[config.mk]
export PLATFORM = sky130hd
export DESIGN_NAME = div_unit_flat
export DESIGN_NICKNAME = d
export VERILOG_FILES = /design/src/rtl/div_unit_if.sv /design/src/rtl/div_unit.sv /design/src/flat_wrapper.sv
export SDC_FILE = /design/constraint.sdc
export NUM_CORES = 1
export LEC_CHECK = 0
export CELL_PAD_IN_SITES_DETAIL_PLACEMENT = 2
export CELL_PAD_IN_SITES_GLOBAL_PLACEMENT = 2
export CORE_MARGIN = 2
export CORE_UTILIZATION = 37
export DETAILED_ROUTE_END_ITERATION = 7
export HOLD_SLACK_MARGIN = 0.15
export PLACE_DENSITY = 0.92
export SLEW_MARGIN = 30
export SYNTH_ARGS = -nofsm -noshare
export SYNTH_HDL_FRONTEND = slang
export SYNTH_SLANG_ARGS = --single-unit
[constraint.sdc]
create_clock -name clk -period 9.9 [get_ports clk]
set_input_delay 1.98 -clock clk [delete_from_list [all_inputs] [get_ports clk]]
set_output_delay 1.98 -clock clk [all_outputs]
set_load 0.005 [all_outputs]
[src/rtl/div_unit_if.sv]
// Request and writeback bundle for the iterative divider.
// The master side issues requests; the slave side is the divider.
interface div_unit_if #(
    parameter int DATA_WIDTH = 32,
    parameter int ADDR_WIDTH = 5
);
    logic                  in_valid;
    logic                  in_ready;
    logic [1:0]            op;
    logic [DATA_WIDTH-1:0] src1;
    logic [DATA_WIDTH-1:0] src2;
    logic [ADDR_WIDTH-1:0] rd;
    logic                  wb_wen;
    logic [ADDR_WIDTH-1:0] wb_waddr;
    logic [DATA_WIDTH-1:0] wb_wdata;
    logic                  busy;

    modport master (
        output in_valid, op, src1, src2, rd,
        input  in_ready, wb_wen, wb_waddr, wb_wdata, busy
    );

    modport slave (
        input  in_valid, op, src1, src2, rd,
        output in_ready, wb_wen, wb_waddr, wb_wdata, busy
    );
endinterface

[src/rtl/div_unit.sv]
// RV32M-style divider: one restoring radix-2 step per cycle, with
// divide-by-zero and signed-overflow cases resolved in a single cycle.
module div_unit #(
    parameter int DATA_WIDTH = 32,
    parameter int ADDR_WIDTH = 5
) (
    input logic       clk,
    input logic       rst,
    div_unit_if.slave bus
);
    localparam int CW = (DATA_WIDTH > 1) ? $clog2(DATA_WIDTH) : 1;
    localparam logic [CW-1:0]         LAST_STEP = CW'(DATA_WIDTH - 1);
    localparam logic [DATA_WIDTH-1:0] MIN_VAL   = {1'b1, {(DATA_WIDTH-1){1'b0}}};
    localparam logic [DATA_WIDTH-1:0] ONE       = DATA_WIDTH'(1);

    typedef enum logic [1:0] {IDLE, CALC, DONE} state_t;

    state_t                state;
    logic [CW-1:0]         count;
    logic                  sel_rem;
    logic [ADDR_WIDTH-1:0] rd_q;
    logic [DATA_WIDTH-1:0] quo;
    logic [DATA_WIDTH-1:0] rem;
    logic [DATA_WIDTH-1:0] divisor;
    logic                  neg_q;
    logic                  neg_r;
    logic                  wen_q;
    logic [ADDR_WIDTH-1:0] waddr_q;
    logic [DATA_WIDTH-1:0] wdata_q;

    logic                  accept;
    logic                  is_signed;
    logic                  s1_neg;
    logic                  s2_neg;
    logic [DATA_WIDTH-1:0] s1_mag;
    logic [DATA_WIDTH-1:0] s2_mag;
    logic                  div_zero;
    logic                  overflow;
    logic [DATA_WIDTH-1:0] spec_q;
    logic [DATA_WIDTH-1:0] spec_r;
    logic [DATA_WIDTH:0]   rem_shift;
    logic [DATA_WIDTH:0]   diff;
    logic [DATA_WIDTH-1:0] q_next;
    logic [DATA_WIDTH-1:0] r_next;
    logic [DATA_WIDTH-1:0] fin_q;
    logic [DATA_WIDTH-1:0] fin_r;

    assign bus.in_ready = (state == IDLE);
    assign bus.busy     = (state != IDLE);
    assign bus.wb_wen   = wen_q;
    assign bus.wb_waddr = waddr_q;
    assign bus.wb_wdata = wdata_q;

    always_comb begin
        accept    = bus.in_valid && (state == IDLE);
        is_signed = ~bus.op[0];
        s1_neg    = is_signed && bus.src1[DATA_WIDTH-1];
        s2_neg    = is_signed && bus.src2[DATA_WIDTH-1];
        s1_mag    = s1_neg ? (~bus.src1 + ONE) : bus.src1;
        s2_mag    = s2_neg ? (~bus.src2 + ONE) : bus.src2;
        div_zero  = (bus.src2 == '0);
        overflow  = is_signed && (bus.src1 == MIN_VAL) && (bus.src2 == '1);
        spec_q    = div_zero ? '1 : MIN_VAL;
        spec_r    = div_zero ? bus.src1 : '0;
    end

    // A trial subtraction that borrows (diff MSB set) means the divisor did not fit.
    always_comb begin
        rem_shift = {rem, quo[DATA_WIDTH-1]};
        diff      = rem_shift - {1'b0, divisor};
        if (diff[DATA_WIDTH]) begin
            r_next = rem_shift[DATA_WIDTH-1:0];
            q_next = {quo[DATA_WIDTH-2:0], 1'b0};
        end else begin
            r_next = diff[DATA_WIDTH-1:0];
            q_next = {quo[DATA_WIDTH-2:0], 1'b1};
        end
        fin_q = neg_q ? (~q_next + ONE) : q_next;
        fin_r = neg_r ? (~r_next + ONE) : r_next;
    end

    always_ff @(posedge clk) begin
        if (rst) begin
            state   <= IDLE;
            count   <= '0;
            sel_rem <= 1'b0;
            rd_q    <= '0;
            quo     <= '0;
            rem     <= '0;
            divisor <= '0;
            neg_q   <= 1'b0;
            neg_r   <= 1'b0;
            wen_q   <= 1'b0;
            waddr_q <= '0;
            wdata_q <= '0;
        end else begin
            case (state)
                IDLE: begin
                    wen_q   <= 1'b0;
                    waddr_q <= '0;
                    wdata_q <= '0;
                    if (accept) begin
                        sel_rem <= bus.op[1];
                        rd_q    <= bus.rd;
                        if (div_zero || overflow) begin
                            state   <= DONE;
                            quo     <= spec_q;
                            rem     <= spec_r;
                            wen_q   <= (bus.rd != '0);
                            waddr_q <= bus.rd;
                            wdata_q <= bus.op[1] ? spec_r : spec_q;
                        end else begin
                            state   <= CALC;
                            count   <= '0;
                            quo     <= s1_mag;
                            rem     <= '0;
                            divisor <= s2_mag;
                            neg_q   <= s1_neg ^ s2_neg;
                            neg_r   <= s1_neg;
                        end
                    end
                end
                CALC: begin
                    quo   <= q_next;
                    rem   <= r_next;
                    count <= count + 1'b1;
                    if (count == LAST_STEP) begin
                        state   <= DONE;
                        count   <= '0;
                        quo     <= fin_q;
                        rem     <= fin_r;
                        wen_q   <= (rd_q != '0);
                        waddr_q <= rd_q;
                        wdata_q <= sel_rem ? fin_r : fin_q;
                    end
                end
                DONE: begin
                    state   <= IDLE;
                    wen_q   <= 1'b0;
                    waddr_q <= '0;
                    wdata_q <= '0;
                end
                default: begin
                    state <= IDLE;
                end
            endcase
        end
    end
endmodule

[src/flat_wrapper.sv]
// flat-port wrapper written by rule: the top's interface ports become plain ports
module div_unit_flat 
#(
    parameter int DATA_WIDTH = 32,
    parameter int ADDR_WIDTH = 5
)
  (clk, rst, bus_in_valid, bus_op, bus_src1, bus_src2, bus_rd, bus_in_ready, bus_wb_wen, bus_wb_waddr, bus_wb_wdata, bus_busy);
  div_unit_if #(.DATA_WIDTH(DATA_WIDTH), .ADDR_WIDTH(ADDR_WIDTH)) bus_i ();
  input logic clk;
  input logic rst;
  input wire logic [$bits(bus_i.in_valid)-1:0] bus_in_valid;
  input wire logic [$bits(bus_i.op)-1:0] bus_op;
  input wire logic [$bits(bus_i.src1)-1:0] bus_src1;
  input wire logic [$bits(bus_i.src2)-1:0] bus_src2;
  input wire logic [$bits(bus_i.rd)-1:0] bus_rd;
  output wire logic [$bits(bus_i.in_ready)-1:0] bus_in_ready;
  output wire logic [$bits(bus_i.wb_wen)-1:0] bus_wb_wen;
  output wire logic [$bits(bus_i.wb_waddr)-1:0] bus_wb_waddr;
  output wire logic [$bits(bus_i.wb_wdata)-1:0] bus_wb_wdata;
  output wire logic [$bits(bus_i.busy)-1:0] bus_busy;
  assign bus_i.in_valid = bus_in_valid;
  assign bus_i.op = bus_op;
  assign bus_i.src1 = bus_src1;
  assign bus_i.src2 = bus_src2;
  assign bus_i.rd = bus_rd;
  assign bus_in_ready = bus_i.in_ready;
  assign bus_wb_wen = bus_i.wb_wen;
  assign bus_wb_waddr = bus_i.wb_waddr;
  assign bus_wb_wdata = bus_i.wb_wdata;
  assign bus_busy = bus_i.busy;
  div_unit #(.DATA_WIDTH(DATA_WIDTH), .ADDR_WIDTH(ADDR_WIDTH)) u_core (.clk(clk), .rst(rst), .bus(bus_i));
endmodule
-- Word level (Yosys, flattened, before mapping)
Cells that the tools add are included.
- add/sub/neg operators: 6
- eq/ne operators: 8
- mux-type cells: 38
- bitwise logic cells: 7
- reductions and logical operators: 19
- operators by type and width (operator ; count):
    two-way mux 32 bit ; 17
    adder 32 x 1 -> 32 bit, second input constant ; 4
    inverter 32 bit ; 4
    case mux 32 bit (2 select lines) ; 2
    case mux 32 bit (3 select lines) ; 1
    == test 32 bit, second input constant ; 2
    subtractor 33 x 32 -> 33 bit ; 1
    logical NOT 32 bit ; 1
    two-way mux 31 bit ; 1
    two-way mux 5 bit ; 6
    case mux 5 bit (3 select lines) ; 1
    case mux 5 bit (2 select lines) ; 1
    nonzero test 5 bit ; 2
    AND reduction 2 bit ; 4
    two-way mux 2 bit ; 3
    AND reduction 3 bit ; 2
    adder 5 x 1 -> 5 bit, second input constant ; 1
    == test 5 bit, second input constant ; 1
    logical AND 1 bit ; 5
    two-way mux 1 bit ; 4
    != test 2 x 1 -> 1 bit, second input constant ; 2
    case mux 2 bit (2 select lines) ; 1
    nonzero test 2 bit ; 2
    case mux 1 bit (3 select lines) ; 1
    8 further kinds ; 9
- bits in registers: 149
- input bits: 74
- output and inout port bits: 40
- logic and storage cells: 90

-- Longest topological paths before layout
- depth after elaboration: 8
- depth in mapped cells: 26
- depth with buffers taken out: 22

-- Least setup slack after synthesis
Ideal clock, no wire load.
- path kind: reg2reg
- start: register u_core.quo[31]
- end: register u_core.wdata_q[28], in the netlist u_core.bus.wb_wdata[28]
- library setup time: 69 ps
- arrival: 5675 ps
- required time: 9831 ps
- path slack: 4156 ps
- cell stages (with the launch flop): 27
- buffers on the path: 5
- clock period less this slack: 5744 ps
- path through: dfxtp_1 > clkbuf_1 > inv_1 > ha_1 > fa_1 > nor2b_4 > o31a_1 > o22a_1 > a211o_1 > a31oi_4 > xnor2_1 > inv_2 > buf_2 > buf_2 > clkbuf_1 > ha_1 > or3b_2 > or3_1 > nor3_1 > nand2_1 > or2_1 > clkbuf_1 > o31ai_1 > xnor2_1 > nand2_1 > a311o_1 > o21ai_1
- word-level cells in the longest chain between the ends: 8
- elaborated cells between the ends (all ways): 12
- classes of those cells: add/sub: 3; mux: 7; bitwise: 2
- ends and longest elaborated chain (item ; RTL line ; text):
    from (decl) ; div_unit.sv:22 ; logic [DATA_WIDTH-1:0] quo;
    from (signal assigned) ; div_unit.sv:107 ; quo <= spec_q;
    from (signal assigned) ; div_unit.sv:115 ; quo <= s1_mag;
    from (signal assigned) ; div_unit.sv:124 ; quo <= q_next;
    subtractor 33 x 32 -> 33 bit ; div_unit.sv:70 ; diff = rem_shift - {1'b0, divisor};
    two-way mux 1 bit / two-way mux 32 bit (equally long branches) ; div_unit.sv:71 ; if (diff[DATA_WIDTH]) begin
    inverter 32 bit, on equally long branches ; div_unit.sv:78, div_unit.sv:79 ;
    adder 32 x 1 -> 32 bit, on equally long branches ; div_unit.sv:78, div_unit.sv:79 ;
    two-way mux 32 bit, on equally long branches ; div_unit.sv:78, div_unit.sv:79 ;
    two-way mux 32 bit (*) ; div_unit.sv:134 ; wdata_q <= sel_rem ? fin_r : fin_q;
    two-way mux 32 bit (*) ; div_unit.sv:127 ; if (count == LAST_STEP) begin
    case mux 32 bit (3 select lines) (*) ; div_unit.sv:97 ; case (state)
    to (signal assigned) ; div_unit.sv:111 ; wdata_q <= bus.op[1] ? spec_r : spec_q;
    to (signal assigned) ; div_unit.sv:134 ;
    to (decl) ; div_unit.sv:29 ; logic [DATA_WIDTH-1:0] wdata_q;
Mark *: on every way between the ends. The rest lies on a longest branch, timed or not. The select of a mux whose other input is x is not followed.
A chain may end at the register's enable or synchronous reset.

-- Final worst setup path
- start: register u_core.quo[31]
- end: register u_core.quo[30]
- word-level cells in the longest chain between the ends: 7
- ends and longest elaborated chain (item ; RTL line ; text):
    subtractor 33 x 32 -> 33 bit ; div_unit.sv:70 ;
    two-way mux 1 bit ; div_unit.sv:71 ;
    inverter 32 bit ; div_unit.sv:78 ; fin_q = neg_q ? (~q_next + ONE) : q_next;
    adder 32 x 1 -> 32 bit ; div_unit.sv:78 ;
    two-way mux 32 bit ; div_unit.sv:78 ;
    two-way mux 32 bit ; div_unit.sv:127 ;
    case mux 32 bit (2 select lines) ; div_unit.sv:97 ;
Every way passes these cells.

==> results.md <==
- Post-CTS Hold Buffers: 0
- Switching Fraction: 0.516
- Req. time, crit path: 10,260 ps
- Worst reg2reg startpoint: u_core.quo[31]$_SDFFE_PP0P_
- Clock Sinks: 149
- PD cells: 235 mW/mm2
- CP Capture Type: flop
- DIE WIDTH: 196 um
- Clk Latency, worst-skew pair: 510 ps
- Drt first pass iters: 8
- Drt wl/cell: 29.3 um
- First-pass GRT wire length: 107,000 um
- PostCTS Resize Cnt: 0
- CTS buffer count: 17
- Net Sw Power: 1.89 mW
- Total Power: 3.67 mW
- Share of cells above drive strength 1: 0.0529
- Clock network power share: 0.192
- Worst-margin pin slew: 988 ps
- Hold Path Stages: 2
- CTS tree: built
- Via count: 16,326
- FF-to-FF setup slack: 2910 ps
- F_max: 0.143 GHz
- Post-CTS Setup Bufs: 0
- Cell Int Power: 1.77 mW
- CP Class: reg -> reg
- GRT Residual Overflow: 0
- CTS H-tree depth: 4
- Met2 Use GR: 0.602
- Period Utilization, post-route: 0.706
- Via density: 6.87
- Most common cell after layout, fill and taps aside: nor2_1
- Final Max Slew Viols: 0
- Leakage: 5.47 nW
- Fin cells: 2,378
- Most frequent cells in the layout: nor2_1 (230), dfxtp_1 (149), nand2_1 (139)
- Post-DRT Antenna Nets: 0
- Main synth FF type: dfxtp_1
- Placed cells: 2,348
- Bufs on Longest Clock Path: 2
- Fin. Hold Viols: 0
- WL final: 69,600 um
- GRT met3 Usage: 0.0660
- Worst min-delay path class: reg -> reg
- Worst Setup Start Kind: flop
- Clock-pin slew on the worst setup and hold paths: 80 ps
- Chip height: 196 um
- Placement row count: 70
- Arr. time, crit path: 7350 ps
- Max-capacitance violation count: 0
- Buffers on Ports: 113
- # fillers: 4,203
- Final TNS setup: 0 ps
- Synth Register Bits: 149
- Core area: 0.0364 mm2
- Net count after synthesis: 2,006
- DR iter-0 viols: 1,509
- Synthesis-to-layout area growth: 14.3%
- Syn_area_per_cell: 7.21 um2
- Final core utilization: 0.428
- CTS Root Cell: clkbuf_16
- Min Tclk post-route: 6990 ps
- Worst Hold Launch: u_core.divisor[22]$_SDFFE_PP0P_
- Critical R2R Capture: u_core.quo[30]$_SDFFE_PP0P_
- Post-Synthesis Cells: 1,890
- RD Place Congestion: 0.902
- RSZ-0062 raised after global routing: no
- Yosys warnings: 0
- Reg2Reg Depth: 23
- Pin count of the biggest net entering global routing: 96
- Ys async rst share: 0
- VDD IR-drop max: 157 uV
- Status: finished, final reports clean
- Met1 usage: 0.433
- CP max FO: 31
- Sequential Area: 0.00298 mm2
- Slew headroom: 0.336
- Tot GR Track Use: 0.360
- Gr busiest metal: met2
- Dpl hpwl: 50,400 um
- Area of the multi-input gates: 0.00991 mm2
- Min-Delay Endpoint: u_core.divisor[22]$_SDFFE_PP0P_
- Die Area: 0.0384 mm2
- Initial Util: 0.374
- Finish-stage setup viols: 0
- Seq pwr share: 0.217
- Initial antenna violation count: 1
- Number of synthesized flops with an enable pin: 0
- Sequential-to-total area share from yosys stat: 0.219
- # nets final: 2,015
- Antenna cells: 0
- Combinational share of power: 0.591
- Unique masters post-synth: 81
- Vias in the first global route: 17,788
- Clock Skews: 20.5 ps
- Post-route DRC: 0
- Io pins: 114
- Synthesized cell area: 0.0136 mm2
worst max-delay path, stage by stage (launching register included):
cell      delay (ps)
dfxtp_1          530
inv_1             90
ha_1             230
fa_1             460
nor2b_4          170
o31a_1           260
o22a_1           240
a211o_1          270
a31oi_4          150
xnor2_2          170
buf_4            250
inv_2             90
buf_4            350
ha_1             280
or3b_2           490
or3_1            380
nor3_1           340
nand2_1          380
or2_1            530
o31ai_1          480
or2_2            200
xnor2_1           60
a221oi_1         330
nor3_1            90
state kept, by name (all words and copies together) (netlist names):
signal / flops
u_core.state: 2
u_core.sel_rem: 1
u_core.count: 5
u_core.bus.wb_wdata: 32
u_core.quo: 32
u_core.bus.wb_waddr: 5
u_core.rd_q: 5
u_core.neg_r: 1
u_core.neg_q: 1
u_core.bus.wb_wen: 1
u_core.divisor: 32
u_core.rem: 32
routing by layer:
metal	routed length [um]	vias up	share of wire
met5	0	-	0
met4	3850	0	0.055
met3	5150	262	0.074
met2	32900	834	0.47
met1	27700	8255	0.40
li1	-	6975	-
stage by stage:
| stage | hold slack (ps) | worst slack [ps] | cell area (um2) |
|---|---|---|---|
| after floorplan | 432 | 4160 | 13600 |
| after global placement | 441 | 3650 | 15000 |
| after detailed placement | 458 | 3160 | 15000 |
| after CTS | 466 | 3020 | 15600 |
| after global routing | 500 | 2620 | 15600 |
| final | 466 | 2910 | 15600 |
synth_stat cells, types with 10 or more instances:
| library cell | instances | area share |
|---|---|---|
| mux2_2 | 14 | 0.012 |
| nand3_1 | 31 | 0.011 |
| nor4_1 | 26 | 0.012 |
| xnor2_1 | 91 | 0.058 |
| a31oi_1 | 17 | 0.0078 |
| a211oi_1 | 60 | 0.033 |
| or4_1 | 13 | 0.0072 |
| o31ai_1 | 34 | 0.019 |
| or2_2 | 13 | 0.0060 |
| o211ai_1 | 27 | 0.015 |
| a311oi_1 | 20 | 0.013 |
| nand2b_1 | 15 | 0.0069 |
| nand4_1 | 24 | 0.011 |
| o21ai_0 | 109 | 0.040 |
| o21bai_1 | 10 | 0.0055 |
| a221oi_1 | 42 | 0.027 |
| nor3_1 | 85 | 0.031 |
| and3_1 | 14 | 0.0064 |
| clkbuf_1 | 133 | 0.037 |
| inv_1 | 57 | 0.016 |
| o21a_1 | 13 | 0.0072 |
| o41ai_1 | 17 | 0.011 |
| and2_1 | 14 | 0.0064 |
| nand2_1 | 139 | 0.038 |
| xor2_1 | 83 | 0.053 |
| nor2_1 | 232 | 0.064 |
| ha_1 | 41 | 0.038 |
| a211o_1 | 12 | 0.0077 |
| mux2i_1 | 38 | 0.028 |
| dfxtp_1 | 149 | 0.22 |
| a21oi_1 | 127 | 0.047 |
| or3_1 | 24 | 0.011 |
| a21o_1 | 15 | 0.0083 |
| o21ai_1 | 22 | 0.0081 |
area by class of cell:
class / count / area share
Multi-Input combinational cell: 1535 / 0.636
Clock inverter: 11 / 0.00819
Clock buffer: 19 / 0.0284
Sequential cell: 149 / 0.191
Timing Repair Buffer: 136 / 0.0837
Tap cell: 468 / 0.0376
Inverter: 60 / 0.0145
power by group through the flow:
stage / sequential, mW / clock, mW / combinational (mW)
2_1_floorplan: 0.754 / 0 / 1.38
6_report: 0.795 / 0.704 / 2.17
4_1_cts: 0.790 / 0.706 / 2.10
5_1_grt: 0.802 / 0.726 / 2.29
3_5_place_dp: 0.801 / 0 / 2.06
3_3_place_gp: 0.791 / 0 / 1.93
worst max-delay path by stage:
stage / start / to / slack [ps] / cells past startpoint
after detailed placement: u_core.quo[31]$_SDFFE_PP0P_ / u_core.quo[30]$_SDFFE_PP0P_ / 3160 / 23
final: u_core.quo[31]$_SDFFE_PP0P_ / u_core.quo[30]$_SDFFE_PP0P_ / 2910 / 23
after CTS: u_core.quo[31]$_SDFFE_PP0P_ / u_core.quo[30]$_SDFFE_PP0P_ / 3020 / 23
after floorplan: u_core.quo[31]$_SDFFE_PP0P_ / u_core.bus.wb_wdata[28]$_SDFFE_PP0P_ / 4160 / 26
after global routing: u_core.quo[31]$_SDFFE_PP0P_ / u_core.bus.wb_wdata[30]$_SDFFE_PP0P_ / 2620 / 24
after global placement: u_core.quo[31]$_SDFFE_PP0P_ / u_core.bus.wb_wdata[30]$_SDFFE_PP0P_ / 3650 / 24
kinds of logic after synthesis:
logic type                 share of synthesized area
muxes                                         0.0403
DFF                                            0.219
adders and majority gates                     0.0391
and+or+nand+nor                                0.229
AOI/OAI and AO/OA                              0.303
buffers and inverters                         0.0582
xor gates and xnor gates                       0.112
Note: power is estimated with default switching activity, not from simulation.
